<file path="config.mk">
export PLATFORM = sky130hd
export DESIGN_NAME = countdown_timer
export DESIGN_NICKNAME = d
export VERILOG_FILES = /design/src/rtl/timer_pkg.sv /design/src/rtl/prescale_tick.sv /design/src/rtl/countdown_timer.sv
export SDC_FILE = /design/constraint.sdc
export NUM_CORES = 1
export LEC_CHECK = 0
export ABC_AREA = 1
export ABC_CLOCK_PERIOD_IN_PS = 2000
export BUFFER_PORTS_ARGS = -buffer_cell sky130_fd_sc_hd__buf_2
export CAP_MARGIN = 20
export CORE_MARGIN = 2
export CORE_UTILIZATION = 40
export CTS_CLUSTER_SIZE = 25
export DETAILED_ROUTE_END_ITERATION = 12
export HOLD_SLACK_MARGIN = 0.02
export SLEW_MARGIN = 5
export SYNTH_ARGS = -nofsm -noshare
export SYNTH_HDL_FRONTEND = slang
export SYNTH_SLANG_ARGS = --single-unit
</file>
<file path="constraint.sdc">
create_clock -name clk -period 2 [get_ports clk]
set_input_delay 0.2 -clock clk [delete_from_list [all_inputs] [get_ports clk]]
set_output_delay 0.2 -clock clk [all_outputs]
set_load 0.01 [all_outputs]
</file>
<file path="src/rtl/timer_pkg.sv">
// Shared types for the countdown timer: FSM state encoding.
package timer_pkg;

   typedef enum logic [1:0] {
      IDLE    = 2'd0,
      RUN     = 2'd1,
      EXPIRED = 2'd2
   } timer_state_t;

endpackage

</file>
<file path="src/rtl/prescale_tick.sv">
// Prescaler: emits a one-cycle tick every PRESCALE enabled cycles; clear restarts the phase.
module prescale_tick #(
   parameter int unsigned PRESCALE = 1
) (
   input  logic clk,
   input  logic rst_n,
   input  logic clear,
   input  logic enable,
   output logic tick
);

   generate
      if (PRESCALE <= 1) begin : g_pass
         logic unused_ok;
         assign unused_ok = clk ^ rst_n ^ clear;
         assign tick      = enable;
      end else begin : g_div
         localparam int unsigned W = $clog2(PRESCALE);
         localparam logic [W-1:0] LAST = W'(PRESCALE - 1);

         logic [W-1:0] cnt;

         always_ff @(posedge clk or negedge rst_n) begin
            if (!rst_n) begin
               cnt <= '0;
            end else if (clear) begin
               cnt <= '0;
            end else if (enable) begin
               cnt <= (cnt == LAST) ? '0 : cnt + 1'b1;
            end
         end

         assign tick = enable && (cnt == LAST);
      end
   endgenerate

endmodule

</file>
<file path="src/rtl/countdown_timer.sv">
// Loadable down-counter with prescaled ticks, pause, abort, optional auto-reload
// and a valid/ready expiry event.
module countdown_timer
   import timer_pkg::*;
#(
   parameter int unsigned N        = 32,
   parameter int unsigned PRESCALE = 1
) (
   input  logic         clk,
   input  logic         rst_n,
   input  logic         load_valid,
   output logic         load_ready,
   input  logic [N-1:0] load_value,
   input  logic         reload_en,
   input  logic         enable,
   input  logic         abort,
   output logic         exp_valid,
   input  logic         exp_ready,
   output logic [N-1:0] count,
   output logic         busy
);

   timer_state_t state, state_next;
   logic [N-1:0] count_next;
   logic [N-1:0] reload, reload_next;
   logic         clear;
   logic         tick_en;
   logic         tick;

   // Prescaler only advances while counting; its clear comes from the FSM.
   assign tick_en = (state == RUN) && enable;

   prescale_tick #(
      .PRESCALE (PRESCALE)
   ) u_prescale (
      .clk    (clk),
      .rst_n  (rst_n),
      .clear  (clear),
      .enable (tick_en),
      .tick   (tick)
   );

   always_ff @(posedge clk or negedge rst_n) begin
      if (!rst_n) begin
         state  <= IDLE;
         count  <= '0;
         reload <= '0;
      end else begin
         state  <= state_next;
         count  <= count_next;
         reload <= reload_next;
      end
   end

   always_comb begin
      state_next  = state;
      count_next  = count;
      reload_next = reload;
      clear       = 1'b0;

      if (abort) begin
         state_next = IDLE;
         count_next = '0;
         clear      = 1'b1;
      end else begin
         unique case (state)
            IDLE: begin
               if (load_valid) begin
                  count_next  = load_value;
                  reload_next = load_value;
                  clear       = 1'b1;
                  state_next  = (load_value == '0) ? EXPIRED : RUN;
               end
            end
            RUN: begin
               if (tick) begin
                  // Saturating: a tick at 1 (or 0) lands on zero and expires.
                  if (count <= N'(1)) begin
                     count_next = '0;
                     state_next = EXPIRED;
                  end else begin
                     count_next = count - 1'b1;
                  end
               end
            end
            EXPIRED: begin
               count_next = '0;
               if (exp_ready) begin
                  if (reload_en && (reload != '0)) begin
                     count_next = reload;
                     clear      = 1'b1;
                     state_next = RUN;
                  end else begin
                     state_next = IDLE;
                  end
               end
            end
            default: begin
               state_next = IDLE;
               count_next = '0;
               clear      = 1'b1;
            end
         endcase
      end
   end

   assign load_ready = (state == IDLE);
   assign exp_valid  = (state == EXPIRED);
   assign busy       = (state != IDLE);

endmodule

</file>
======== Word-level counts from Yosys, hierarchy flattened ========
Index checks and enable logic that the tools add are counted.
word-level totals
  bits in registers ....................... 66
  output and inout bits ................... 35
operators by class
  add/sub/neg operators ................... 1
  $lt $le $gt $ge ......................... 1
  equal/unequal tests ..................... 6
  multiplexer cells ....................... 15
  bitwise operators ....................... 1
  reductions and logical operators ........ 9
operator list
  cell                                                                      count
  32-bit two-way mux                                                        6
  32-bit one-hot mux with 3 select lines                                    1
  32-bit by 1-bit <= comparator with 1-bit output (second input constant)   1
  32-bit zero test                                                          1
  32-bit nonzero test                                                       1
  32-bit by 1-bit subtractor with 32-bit output (second input constant)     1
  2-bit two-way mux                                                         6
  3-bit by 2-bit inequality test with 1-bit output (second input constant)  3
  2-bit one-hot mux with 3 select lines                                     1
  4-bit AND reduction                                                       1
  3-bit inequality test (second input constant)                             1
  3-bit AND reduction                                                       1
  2-bit by 1-bit == test with 1-bit output (second input constant)          1
  2-bit == test (second input constant)                                     1
  1-bit logical AND                                                         2
  2-bit zero test                                                           1
  2-bit AND reduction                                                       1
  2-bit nonzero test                                                        1
  1-bit two-way mux                                                         1
  1-bit inverter                                                            1

======== Depth between registers and ports, before layout ========
Gate-level depths: netlist of run 1.
  depth after elaboration ................. 6
  mapped depth ............................ 13
  gate-level depth less buffers ........... 12

======== Hierarchy ========
From an unflattened synthesis of run 1, not the netlist that was laid out.
unflattened totals
  cell total of the unflattened synthesis .. 700
  area, all modules ....................... 4649.5 um2
by module, submodules not included
  module           instances  cells an instance  area an instance (um2)  sequential area each (um2)
  countdown_timer  1          699                4642.0                  1651.6
  prescale_tick    1          1                  7.5                     0.0

======== Worst setup path before layout of run 1 ========
OpenSTA, ideal clock, no wires.
  path type ............................... flip-flop to flip-flop
  start ................................... register count[0]
  end ..................................... register count[2]
  library setup time ...................... 0.117 ns
  arrival time ............................ 1.583 ns
  data required time ...................... 1.883 ns
  path slack .............................. 0.300 ns
  cell stages (with the launch flop) ...... 13
  path buffers ............................ 1
  period minus slack after synthesis ...... 1.700 ns
  cells stage by stage .................... dfrtp_1 inv_1 ha_1 o21ai_0 nor2_1 nand2_1 nor2_4 nor2_4 buf_6 nand2_2 nand3_1 nand2_1 nand2_1
on the way
  longest elaborated chain between the ends .. 5
  elaborated cells on any way between the ends .. 6
RTL lines
  what                                                                                                              line                                          source
  start, declared                                                                                                   countdown_timer.sv:19                         output logic [N-1:0] count,
  start signal, assigned                                                                                            countdown_timer.sv:50                         count <= count_next;
  32-bit by 1-bit subtractor with 32-bit output or 32-bit by 1-bit <= comparator with 1-bit output (tied branches)  countdown_timer.sv:82, countdown_timer.sv:78
  32-bit two-way mux (*)                                                                                            countdown_timer.sv:78                         if (count <= N'(1)) begin
  32-bit two-way mux (*)                                                                                            countdown_timer.sv:76                         if (tick) begin
  32-bit one-hot mux with 3 select lines (*)                                                                        countdown_timer.sv:66                         unique case (state)
  32-bit two-way mux (*)                                                                                            countdown_timer.sv:61                         if (abort) begin
Every way passes the cells marked *; elsewhere a longest branch is shown, timed or not. The select of a mux whose other input is x is not followed.
A chain may end at the register's enable or synchronous reset.

======== Worst setup path in the final report of run 1 ========
  start ................................... register count[29]
  end ..................................... register count[14]
on the way
  longest elaborated chain between the ends .. 5
RTL lines
  what                                             line
  32-bit by 1-bit <= comparator with 1-bit output  countdown_timer.sv:78
  32-bit two-way mux                               countdown_timer.sv:78
  32-bit two-way mux                               countdown_timer.sv:76
  32-bit one-hot mux with 3 select lines           countdown_timer.sv:66
  32-bit two-way mux                               countdown_timer.sv:61
No other way between the ends. The select of a mux whose other input is x is not followed.

==> results of run 1 <==
[worst max-delay path, cell delays in order, from the launching register on]
cell,delay [ns]
sky130_fd_sc_hd__dfrtp_1,0.38
sky130_fd_sc_hd__nor2_1,0.28
sky130_fd_sc_hd__o21ai_0,0.15
sky130_fd_sc_hd__nor2_1,0.15
sky130_fd_sc_hd__nand2_1,0.10
sky130_fd_sc_hd__nor2_4,0.17
sky130_fd_sc_hd__nor2_4,0.06
sky130_fd_sc_hd__buf_12,0.13
sky130_fd_sc_hd__nand2_1,0.10
sky130_fd_sc_hd__nand3_1,0.09
sky130_fd_sc_hd__nand2_1,0.11
sky130_fd_sc_hd__nand2_1,0.06
[per-layer routing]
metal  vias up  GRT usage [%]
met5         -              0
met4         0          8.130
met3        19          4.124
met2       161          36.29
met1      2261          37.44
li1       2485              -
[area by class of cell]
class,instances,area (µm²)
Sequential cell,66,1652
Fill cell,1179,5717
Tap cell,143,178.9
Clock buffer,14,274.0
Timing Repair Buffer,107,673.1
Clock inverter,2,10.01
Multi-Input combinational cell,564,2700
Inverter,83,311.5
[where the power goes]
part | switching (mW) | internal (mW)
logic | 3.37 | 1.94
registers | 0.575 | 1.91
clock network | 0.596 | 0.937
total | 4.55 | 4.79
[cell usage in the layout, fill, tap and decap left out, types with 5 or more instances in the layout]
cell                        Yosys  final
sky130_fd_sc_hd__nor2_2        13     14
sky130_fd_sc_hd__a21oi_1        6      6
sky130_fd_sc_hd__xnor2_1        7      7
sky130_fd_sc_hd__o21ai_0       26     26
sky130_fd_sc_hd__nor2_4         6      8
sky130_fd_sc_hd__nor2_1        76     74
sky130_fd_sc_hd__clkbuf_16      0      9
sky130_fd_sc_hd__inv_1         82     82
sky130_fd_sc_hd__nand3b_1      19     19
sky130_fd_sc_hd__nand3_1       62     61
sky130_fd_sc_hd__dfrtp_1       66     66
sky130_fd_sc_hd__xor2_1         6      6
sky130_fd_sc_hd__buf_4          0     29
sky130_fd_sc_hd__nand2_2       11     11
sky130_fd_sc_hd__mux2_2         8      8
sky130_fd_sc_hd__o21bai_1       5      5
sky130_fd_sc_hd__buf_2          9     73
sky130_fd_sc_hd__nand2_1      288    288
sky130_fd_sc_hd__nand4_1       16     16
[flip-flops by register name, indices dropped and copies added (netlist names)]
signal  count
count      32
state       2
reload     32
[path summary, 6_finish.rpt]
check | startpoint | end | slack (ns) | cells after the start
max reg2reg | count[29] | count[14] | 0.10 | 11
min | load_value[29] | reload[29] | 0.13 | 2
min reg2reg | reload[20] | reload[20] | 0.51 | 2
max in group asynchronous | rst_n | count[11] | 1.29 | 3
min in group asynchronous | rst_n | reload[3] | 0.41 | 3
max | count[29] | count[14] | 0.10 | 11
[cell usage after synthesis]
cell                       instances
sky130_fd_sc_hd__buf_1             2
sky130_fd_sc_hd__nor2_4            6
sky130_fd_sc_hd__nand3_1          62
sky130_fd_sc_hd__dfrtp_1          66
sky130_fd_sc_hd__nand2_2          11
sky130_fd_sc_hd__nor2_8            2
sky130_fd_sc_hd__nor2_2           13
sky130_fd_sc_hd__o21ai_1           2
sky130_fd_sc_hd__o21bai_1          5
sky130_fd_sc_hd__nand4_1          16
sky130_fd_sc_hd__nor2_1           76
sky130_fd_sc_hd__xor2_1            6
sky130_fd_sc_hd__and3_1            1
sky130_fd_sc_hd__buf_2             9
sky130_fd_sc_hd__ha_1              2
sky130_fd_sc_hd__a21oi_1           6
sky130_fd_sc_hd__nand3b_1         19
sky130_fd_sc_hd__inv_1            82
sky130_fd_sc_hd__nand2_1         288
sky130_fd_sc_hd__xnor2_1           7
sky130_fd_sc_hd__inv_2             1
sky130_fd_sc_hd__o211ai_1          1
sky130_fd_sc_hd__and2_1            3
sky130_fd_sc_hd__and2_0            1
sky130_fd_sc_hd__nand3_2           1
sky130_fd_sc_hd__mux2_2            8
sky130_fd_sc_hd__nand2_4           1
sky130_fd_sc_hd__buf_6             3
sky130_fd_sc_hd__o21ai_0          26
sky130_fd_sc_hd__clkbuf_1         15
[logic make-up after synthesis]
group                      after synthesis
muxes                                    8
buffers and inverters                  112
adders and majority gates                2
xor gates and xnor gates                13
DFF                                     66
and+or+nand+nor                        500
AOI/OAI and AO/OA                       40
[timing repair]
item,in CTS,in global routing
cloned,1,0
hold buffers,1,0
hold endpoints to repair,66,0
gates resized for setup,1,3
pin swaps,1,2
endpoints found under the setup margin,31,24
setup buffers,0,4
==> results, run 1 <==
- The post-placement cell count is 957.
- The floorplan step defined a die boundary enclosing 12840 µm².
- Summing the areas of all compound-gate instances in the mapped netlist gives 4.503% of the synthesized area.
- The maximum clock insertion buffer count is 2.
- The number of iterations in the first detailed-routing pass is 5.
- The post-synthesis share of cell area spent on full adders, half adders and majority gates is less than 1%.
- The placement-stage worst setup slack is -0.1732 ns.
- The top fanout value on the critical path is 7.
- The post-synthesis share of cell area spent on and, or, nand and nor gates is roughly 47%.
- The total power density per cell area is 1609 nW/µm².
- Leaving out filler cells and counting taps, the final layout contains 979.
- The initialized floorplan defines 39 standard-cell rows.
- Setup violations remaining at the end of the flow were counted as 0.
- The antenna diode count is 0.
- Setup repair after global routing left no endpoint under its margin.
- The placement-stage cell area is 5441 µm².
- The die height is between 100 and 150 µm.
- The final RePlAce weighted congestion is 0.9276.
- The post-DP HPWL is 11030 µm.
- Summing the areas of all xor and xnor instances in the mapped netlist gives about 2.4% of the synthesized area.
- The ratio of cells with drive above 1 in the final layout is 19.98%.
- The worst slew slack as a fraction of its limit is 57.75%.
- Using the TritonRoute via totals, the vias-per-cell ratio works out to a little over 5.
- In this run the static leakage power is 3.202 nW.
- The final period utilization is 94.75%.
- The first global-routing pass estimated 24900 µm of wire.
- The remaining design rule violation count is 0.
- By area, the combinational part of the netlist is dominated by simple AND/OR/NAND/NOR gates.
- TritonCTS created 9 clock buffers.
- The critical path data required time is around 2.2 ns.
- The count of endpoints failing hold in the final timing report came to 0.
- The highest metal layer used by the detailed router is met4.
- In this run the cell area of the synthesized design comes to 4780 µm².
- In the synthesized netlist, the number of instances is 741.
- The overflow left after global routing is 0.
- The initial core utilization is 41.50%.
- The clock tree synthesis step divided the H-tree into 3 levels.
- The number of nets handed over by synthesis was between 700 and 800.
- After synthesis, the netlist uses 30 different library cells.
- The met2 wire length is 6586 µm.
- In this run, the number of DRC markers left after iteration 0 of detailed routing was a little over 500.
- The largest net degree at the start of global routing is 67.
- The maximum resistive drop on vdd is 0.0008081 V.
- In this run the count of I/O pins placed on the die edge is 74.
- The least setup slack across all paths after layout is 0.1050 ns.
- Wires add up to 15220 µm.
- Max-cap violations in this run came to 0.
- In this run, synthesis produced a sequential element count of 66.
- CTS saw 66 sinks.
- The post-route standard cell area excluding fillers is slightly below 6000 µm².
- For this block, wires on met1 add up to 7418 µm.
- For this run, the number of Yosys warnings is 0.
- The part of the Yosys area used for sequential elements is 34.55%.
- The routed layout has 4926 vias.
- The flow ran to the end, and the final reports show no timing, DRC or antenna violations.
- The overall fraction of global-route tracks in use is 24.89%.
- For the worst setup path, the data arrival time is around 2.1 ns.
- The number of buffers inserted by port buffering is 73.
- The overall power after layout is 9.333 mW.
- The number of pins exceeding their max-slew limit in the final report was 0.
- The number of global-route vias before repair came to 4734.
- At the end of the flow the core is filled with cells to 50.36%.
- The detail route stage leaves a number of antenna-violating nets equal to 0.
- Yosys attributes the largest share of cell area to sky130_fd_sc_hd__dfrtp_1 35%, sky130_fd_sc_hd__nand2_1 23%, sky130_fd_sc_hd__nand3_1 6.5%.
- Summed over all nets, wire length on met3 after detailed routing comes to 898 µm.
- Compared with the post-synthesis result, the final layout area differs by 21.34%.
- The share of the synthesized area in the top cell type is 34.55%.
- On the final layout, the worst clock skew is 0.006513 ns.
- The initial antenna violation count is 0.
- The TritonCTS clock tree is done.
- The fmax is 0.5277 GHz.
- After clock tree synthesis, the clock-pin slew on the worst setup and hold paths is roughly 0.060 ns.
- In this run the worst hold path is classified as primary input to flop.
- The tree is rooted in a sky130_fd_sc_hd__clkbuf_16.
- The detailed-route wire length per cell is 15.54 µm.
- Measured along the x axis, the die boundary spans 113.3 µm.
- The endpoint kind of the worst setup timing path is a flop.
- Hold timing on the final database bottoms out at a slack of approximately 0.13 ns.
- The clock reaches the later pin of the worst-skew pair after 0.34 ns.
- The worst-margin pin slew is roughly 0.63 ns.
- The floorplan step defined a core boundary enclosing 11520 µm².
- STA classifies the critical path startpoint as a flop.
- After layout, the minimum clock period comes to 1.895 ns.
- The synthesized area per cell is 6.450 µm².
- The accumulated negative setup slack is 0 ns.
- The share of synthesized area spent on multiplexers is 1.885%.
- The final layout net count is 872.
- The kind of critical path is flop to flop.
- The synthesized design spends more area on one cell type than any other, namely sky130_fd_sc_hd__dfrtp_1.
(Power assumes the default switching activity.)
==> inputs of run 2 (changes only) <==
ABC_CLOCK_PERIOD_IN_PS = 1810   (was 2000)
BUFFER_PORTS_ARGS = -buffer_cell sky130_fd_sc_hd__clkbuf_2   (was -buffer_cell sky130_fd_sc_hd__buf_2)
CTS_BUF_LIST = sky130_fd_sc_hd__clkbuf_16   (was default)
clock period = 1.81 ns   (was 2 ns; I/O delays follow)
==> results, run 2 (synthesis results as in run 1) <==
- In the layout the commonest cells are 276 x sky130_fd_sc_hd__nand2_1, 82 x sky130_fd_sc_hd__inv_1, 72 x sky130_fd_sc_hd__clkbuf_2, 67 x sky130_fd_sc_hd__nor2_1, 63 x sky130_fd_sc_hd__dfrtp_1.
- The antenna diode count came to 0 (unchanged).
- The number of iterations in the first detailed-routing pass came to 5 (unchanged).
- The fmax is 0.5660 GHz (+7.3%).
- The post-route standard cell area excluding fillers came to 6135 µm² (+5.8%).
- The combinational share of power is 61.3% (+4.3 points).
- The largest stage delay on the critical path is 0.46 ns (+0.08 ns).
- The vias per cell is 5.048 (+0.32%).
- The DRC marker count from the first detailed-route iteration is 432 (-14%).
- The critical path is of the flop to flop type.
- The die footprint is 12840 µm² (unchanged).
- The final period utilization is 97.61% (+2.9 points).
- The least setup slack across all paths after layout is 0.04320 ns (-0.06178 ns).
- The worst setup path is launched from a flop.
- The clock tree root buffer cell is sky130_fd_sc_hd__clkbuf_16.
- The total internal power is 5.702 mW (+19%).
- The net switching power figure is 5.295 mW (+16%).
- The total power density per cell area came to 1793 nW/µm² (+11%).
- The worst path buffer plus inverter count is 0 (-1).
- The final RePlAce weighted congestion is 0.8982 (-3.2%).
- The clock transition time at the flip-flop clock pins of the worst setup and hold paths is 0.06 ns (about the same).
- The remaining design rule violation count was 0 (unchanged).
- The final layout net count is 899 (+3.1%).
- The sum of routed wire length over all layers is 15500 µm (+1.9%).
- The row count is 39 (unchanged).
- STA classifies the critical path endpoint as a flop.
- The number of primary I/O pins came to 74 (unchanged).
- The hold slack is 0.1265 ns (-0.003433 ns).
- Walking the worst path, the cells encountered are nor2_2 -> nand2_1 -> nor2_8 -> nand2_2 -> o21ai_0 -> nand2_1 -> nand2_2 -> nand3_2 -> nand2_1 -> nand2_1.
- The endpoint arrival time on the critical path is 1.99 ns (-0.14 ns).
- The clock skew after layout is 0.005383 ns (-0.001131 ns).
- The via count is 5078 (+3.1%).
- The register share of total power is 24.6% (-2.0 points).
- The share of power burned in the clock network came to 14.1% (-2.3 points).
- The number of H-tree levels is 3 (unchanged).
- The top fanout value on the critical path is 8 (+1).
- The slowest library cell on the worst path is sky130_fd_sc_hd__dfrtp_2.
- Leaving out fill and tap cells, the most frequent cell in the layout is sky130_fd_sc_hd__nand2_1.
- The number of pins exceeding their max-slew limit in the final report was 0 (unchanged).
- The TritonCTS clock tree is done.
- The critical path data required time is 2.04 ns (-0.19 ns).
- The worst-margin pin slew is 0.7140 ns (+0.08032 ns).
- The maximum resistive drop on vdd is 0.0007804 V (-3.4%).
- The first-pass GRT wire length is 24480 µm (-1.7%).
- The setup-violating endpoint count in the final report came to 0 (unchanged).
- The latest clock arrival within the worst-skew pair is 0.33 ns (about the same).
- The cell leakage power came to 3.373 nW (+5.3%).
- The clock buffer count from CTS is 9 (unchanged).
- The clock net sink count is 66 (unchanged).
- The die height came to 113.3 µm (unchanged).
- The signed area change from the synthesized netlist to the final layout is 28.35%.
- The overall die width is 113.3 µm (unchanged).
- Among cell families on the critical path, the largest total delay comes from simple AND/OR/NAND/NOR gates.
- The overall fraction of global-route tracks in use is 24.37% (-0.52 points).
- The count of filler cells inserted in the layout is 1133 (-3.9%).
- The core box area is 11520 µm² (unchanged).
- The number of global-route vias before repair was 4764 (+0.63%).
- The residual antenna-violating net count after detailed routing is 0 (unchanged).
- The switching part of the total is 48.15% (-0.56 points).
- The count of endpoints failing hold in the final timing report is 0 (unchanged).
- The overflow left after global routing is 0 (unchanged).
- The flow ran to the end, and the final reports show no timing, DRC or antenna violations.
- The overall power after layout was 11.00 mW (+18%).
- In the final layout, the registers with the most flip-flops are count x32, reload x32, state x2.
- The initial core utilization is 41.50% (unchanged).
- The ratio of cells with drive above 1 in the final layout is 26.54% (+6.6 points).
- The largest net degree at the start of global routing is 67 (unchanged).
- The final critical path time including I/O delays and setup is 1.767 ns (-0.1282 ns).
- The initial antenna violation count is 0 (unchanged).
- The cell repeated most along the worst path is sky130_fd_sc_hd__nand2_1.
- The number of maximum-capacitance violations was 0 (unchanged).
- Setup repair after global routing could not meet its margin everywhere.
- The detailed-route wire length per cell was 15.41 µm (-0.84%).
- The worst slew slack as a fraction of its limit is 52.40% (-5.4 points).
- The maximum clock insertion buffer count is 2 (unchanged).
- The placement-stage cell area was 5574 µm² (+2.4%).
- The number of buffers inserted by port buffering was 73 (unchanged).
- The post-DP HPWL is 11090 µm (+0.57%).
- The placement-stage worst setup slack came to -0.3665 ns (-0.1933 ns).
- The worst min-delay path category is primary input to flop.
[run 2: changes by cell type in the layout (fill, tap and decap cells not counted), sizes merged]
| cell | delta |
|---|---|
| buf | -45 |
| clkbuf | +67 |
| clkinv | +2 |
| inv | +3 |
[run 2: power by group through the flow]
stage,clock network [mW],logic (mW),registers [mW]
after global routing,1.64,7.45,2.79
after detailed placement,0,5.95,2.67
final,1.55,6.74,2.71
after floorplan,0,3.76,2.82
after CTS,1.57,6.12,2.66
after global placement,0,5.90,2.65
[run 2: what timing repair did]
item                       4_1_cts  5_1_grt
hold endpoints to repair        66        0
pin swaps                        2       19
gates cloned                     1        1
buffers inserted                 4       10
hold buffers                     1        0
setup endpoints to repair       31       34
gates resized for setup          3       49
[run 2: final timing paths]
path	from	slack (ns)	cells after the start	to
max in group asynchronous	rst_n	1.07	3	count[6]
worst max register to register	count[4]	0.04	10	count[21]
min in group asynchronous	rst_n	0.41	3	reload[3]
worst min register to register	reload[20]	0.51	2	reload[20]
worst max-delay path	count[4]	0.04	10	count[21]
worst min-delay path	load_value[29]	0.13	2	reload[29]
[run 2: area by class of cell]
cell class              count  area [µm²]  area share, %
clock buffers               9       225.2          3.671
inverters                  83       311.5          5.079
flip-flops and latches     66        1655          26.98
well taps                 143       178.9          2.917
repair buffers            134       899.6          14.66
clock inverters             7       30.03         0.4895
multi-input cells         564        2834          46.20
[run 2: metrics by stage]
step / std cells / TNS [ns] / util, %
after global routing: 1006 / -0.7104 / 53.27
after floorplan: 741 / 0 / -
after CTS: 995 / 0 / 51.22
after detailed placement: 973 / -7.844 / 48.40
after global placement: 973 / -5.939 / 48.40
final: 1006 / 0 / 53.27
[run 2: layer usage]
metal	vias to the layer above	track usage (%)	share of wire (%)
li1	2541	-	-
met1	2359	36.10	48
met2	160	36.89	45
met3	18	3.696	6.1
met4	0	7.073	1.5
met5	-	0	0
[run 2: worst register-to-register path: cells and delay by family (launching register included)]
| kind | cells | cell delay, ns |
|---|---|---|
| AND/OR/NAND/NOR | 9 | 1.04 |
| AO/OA/AOI/OAI | 1 | 0.17 |
| flip-flops | 1 | 0.46 |
==> inputs of run 3 (changes only) <==
CORE_ASPECT_RATIO = 0.7   (was default)
CTS_CLUSTER_DIAMETER = 120   (was default)
==> results, run 3 (synthesis results as in run 1) <==
- The flow ran to the end, and the final reports show no timing, DRC or antenna violations.
- The remaining design rule violation count is 0 (unchanged).
- The first-pass GRT wire length is 25790 µm (+5.4%).
- The post-route standard cell area excluding fillers is 6321 µm² (+3.0%).
- The total internal power is 6.103 mW (+7.0%).
- The number of global-route vias before repair is 4991 (+4.8%).
- The depth of the worst hold-timing path came to 2 (unchanged).
- The kind of critical path is flop to flop.
- The count of filler cells inserted in the layout is 1188 (+4.9%).
- The register share of total power came to 23.5% (-1.1 points).
- The endpoint arrival time on the critical path came to 1.97 ns (-0.02 ns).
- The maximum resistive drop on vdd is 0.0008786 V (+13%).
- The via count came to 5233 (+3.1%).
- The net switching power figure is 5.621 mW (+6.1%).
- The number of buffers inserted by port buffering is 73 (unchanged).
- The initial core utilization came to 40.90% (-0.60 points).
- The number of pins exceeding their max-slew limit in the final report is 0 (unchanged).
- The worst slew slack as a fraction of its limit is 52.58% (+0.18 points).
- The number of iterations in the first detailed-routing pass is 5 (unchanged).
- The length in cells of the worst reg-to-reg path is 11 (+1).
- In the layout the commonest cells are 276 x sky130_fd_sc_hd__nand2_1, 82 x sky130_fd_sc_hd__inv_1, 72 x sky130_fd_sc_hd__clkbuf_2, 62 x sky130_fd_sc_hd__nor2_1, 58 x sky130_fd_sc_hd__dfrtp_1.
- The final period utilization is 96.13% (-1.5 points).
- The multi-input gate area in the final layout came to 2885 µm² (+1.8%).
- The overall power after layout is 11.72 mW (+6.6%).
- The vias per cell was 5.100 (+1.0%).
- The cell leakage power was 3.447 nW (+2.2%).
- The number of primary I/O pins is 74 (unchanged).
- The top fanout value on the critical path came to 4 (-4).
- The switching part of the total came to 47.94% (-0.21 points).
- The sort of element at the start of the critical path is a flop.
- The detailed-route wire length per cell is 16.05 µm (+4.1%).
- The overflow left after global routing is 0 (unchanged).
- The latest clock arrival within the worst-skew pair was 0.34 ns (about the same).
- The endpoint identified for the worst register-to-register timing path is count[22].
- The combinational share of power is 61.9% (+0.6 points).
- The register-to-register setup slack is 0.07 ns (+0.03 ns).
- The die footprint is 12850 µm² (+0.11%).
- The tightest min-delay check is of the primary input to flop type.
- The maximum clock insertion buffer count is 2 (unchanged).
- The endpoint kind of the worst setup timing path is a flop.
- Setup repair after global routing could not meet its margin everywhere.
- The sink of the worst hold path is reload[5].
- The clock transition time at the flip-flop clock pins of the worst setup and hold paths came to 0.05 ns (about the same).
- Leaving out fill and tap cells, the most frequent cell in the layout is sky130_fd_sc_hd__nand2_1.
- The startpoint identified for the worst register-to-register timing path is count[29].
- The clock net sink count is 66 (unchanged).
- The core box area is 11690 µm² (+1.5%).
- The placement-stage cell area is 5642 µm² (+1.2%).
- The fmax is 0.5747 GHz (+1.5%).
- TritonCTS built the clock tree.
- The initial antenna violation count is 0 (unchanged).
- The critical path data required time is 2.04 ns (about the same).
- The share of power burned in the clock network came to 14.6% (+0.5 points).
- The final layout net count was 905 (+0.67%).
- The final RePlAce weighted congestion is 0.9230 (+2.8%).
- The area occupied by registers is 1662 µm² (+0.38%).
- The startpoint identified for the worst hold timing path is load_value[5].
- The number of H-tree levels is 3 (unchanged).
- The overall die width is 134.7 µm (+19%).
- The setup-violating endpoint count in the final report is 0 (unchanged).
- The overall fraction of global-route tracks in use is 26.30% (+1.9 points).
- The largest registers in the layout are count x32, reload x32, state x2.
- The clock skew after layout is 0.006218 ns (+0.0008356 ns).
- The clock buffer count from CTS was 9 (unchanged).
- The sum of routed wire length over all layers is 16460 µm (+6.2%).
- The total power density per cell area is 1855 nW/µm² (+3.5%).
- The row count is 33 (-15%).
- The final critical path time including I/O delays and setup is 1.740 ns (-0.02686 ns).
- The area growth from synthesis to layout is 32.25%.
- The post-DP HPWL is 11980 µm (+8.1%).
- The worst-margin pin slew is 0.7114 ns (-0.002696 ns).
- The number of maximum-capacitance violations is 0 (unchanged).
- The ratio of cells with drive above 1 in the final layout is 27.62% (+1.1 points).
- The die height was 95.46 µm (-16%).
- In this run the clock root is driven by a sky130_fd_sc_hd__clkbuf_16.
- The residual antenna-violating net count after detailed routing is 0 (unchanged).
- The count of endpoints failing hold in the final timing report is 0 (unchanged).
- The antenna diode count is 0 (unchanged).
- The largest net degree at the start of global routing came to 57 (-15%).
- The DRC marker count from the first detailed-route iteration is 330 (-24%).
==> run 3: cell count changes in the layout (fill, tap and decap cells not counted), moves of 3 or more <==
cell	delta
sky130_fd_sc_hd__nand3_1	+4
sky130_fd_sc_hd__nand2_2	-4
sky130_fd_sc_hd__nand3_2	-4
sky130_fd_sc_hd__nor2_1	-5
sky130_fd_sc_hd__dfrtp_1	-5
sky130_fd_sc_hd__buf_4	+3
sky130_fd_sc_hd__nor2_4	+5
sky130_fd_sc_hd__nand2_4	+4
sky130_fd_sc_hd__dfrtp_2	+5
==> run 3: worst max-delay path, stage by stage (launching register included) <==
cell and delay, ns:
sky130_fd_sc_hd__dfrtp_1 0.38, sky130_fd_sc_hd__nor2_1 0.23, sky130_fd_sc_hd__o21ai_1 0.12, sky130_fd_sc_hd__nor2_2 0.13, sky130_fd_sc_hd__nand2_2 0.08, sky130_fd_sc_hd__nor2_4 0.17
sky130_fd_sc_hd__nor2_4 0.08, sky130_fd_sc_hd__buf_4 0.17, sky130_fd_sc_hd__nand2_1 0.06, sky130_fd_sc_hd__nand3_1 0.07, sky130_fd_sc_hd__nand2_1 0.07, sky130_fd_sc_hd__nand2_1 0.05
==> run 3: cell type report <==
| cell class | count | share of cell area, % |
|---|---|---|
| multi-input cells | 564 | 45.65 |
| flip-flops and latches | 66 | 26.29 |
| repair buffers | 140 | 15.62 |
| inverters | 83 | 4.929 |
| clock buffers | 9 | 3.563 |
| well taps | 157 | 3.108 |
| clock inverters | 7 | 0.8511 |
==> run 3: power by group through the flow <==
stage / combinational, mW / sequential [mW] / clock, mW
finish: 7.26 / 2.76 / 1.71
global route: 8.00 / 2.84 / 1.79
CTS: 6.35 / 2.67 / 1.74
detailed placement: 6.16 / 2.68 / 0
global placement: 6.08 / 2.65 / 0
floorplan: 3.76 / 2.82 / 0
==> run 3: routing by layer <==
layer / vias up / GRT usage [%] / share of wire, %
li1: 2547 / - / -
met1: 2510 / 37.12 / 49
met2: 147 / 40.74 / 43
met3: 29 / 3.987 / 5.2
met4: 0 / 10.09 / 2.7
met5: - / 0 / 0
==> run 3: worst max-delay path by stage <==
stage,from,to,slack [ns],cells after the start
after floorplan,count[0],count[2],0.11,12
after global placement,count[0],count[15],-0.37,11
after detailed placement,count[0],count[15],-0.43,11
after CTS,count[0],count[15],-0.01,12
after global routing,count[0],count[18],-0.03,12
final,count[29],count[22],0.07,11
==> run 3: through the flow <==
| step | hold WS (ns) | util (%) | std cells | worst slack, ns | TNS, ns |
|---|---|---|---|---|---|
| floorplan | -0.1146 | - | 741 | 0.1097 | 0 |
| global placement | 0.1805 | 48.28 | 992 | -0.3741 | -7.479 |
| detailed placement | 0.1810 | 48.28 | 992 | -0.4294 | -8.920 |
| CTS | 0.1063 | 51.34 | 1014 | -0.01276 | -0.01276 |
| global route | 0.1308 | 54.10 | 1026 | -0.02521 | -0.1273 |
| finish | 0.1173 | 54.10 | 1026 | 0.07006 | 0 |
==> run 3: repair_timing <==
item | in CTS | in global routing
endpoints found under the hold margin | 18 | 0
buffers inserted | 4 | 13
resized for setup | 2 | 66
setup endpoints to repair | 31 | 34
gates cloned | 1 | 1
pin swaps | 2 | 19
hold buffers | 1 | 0
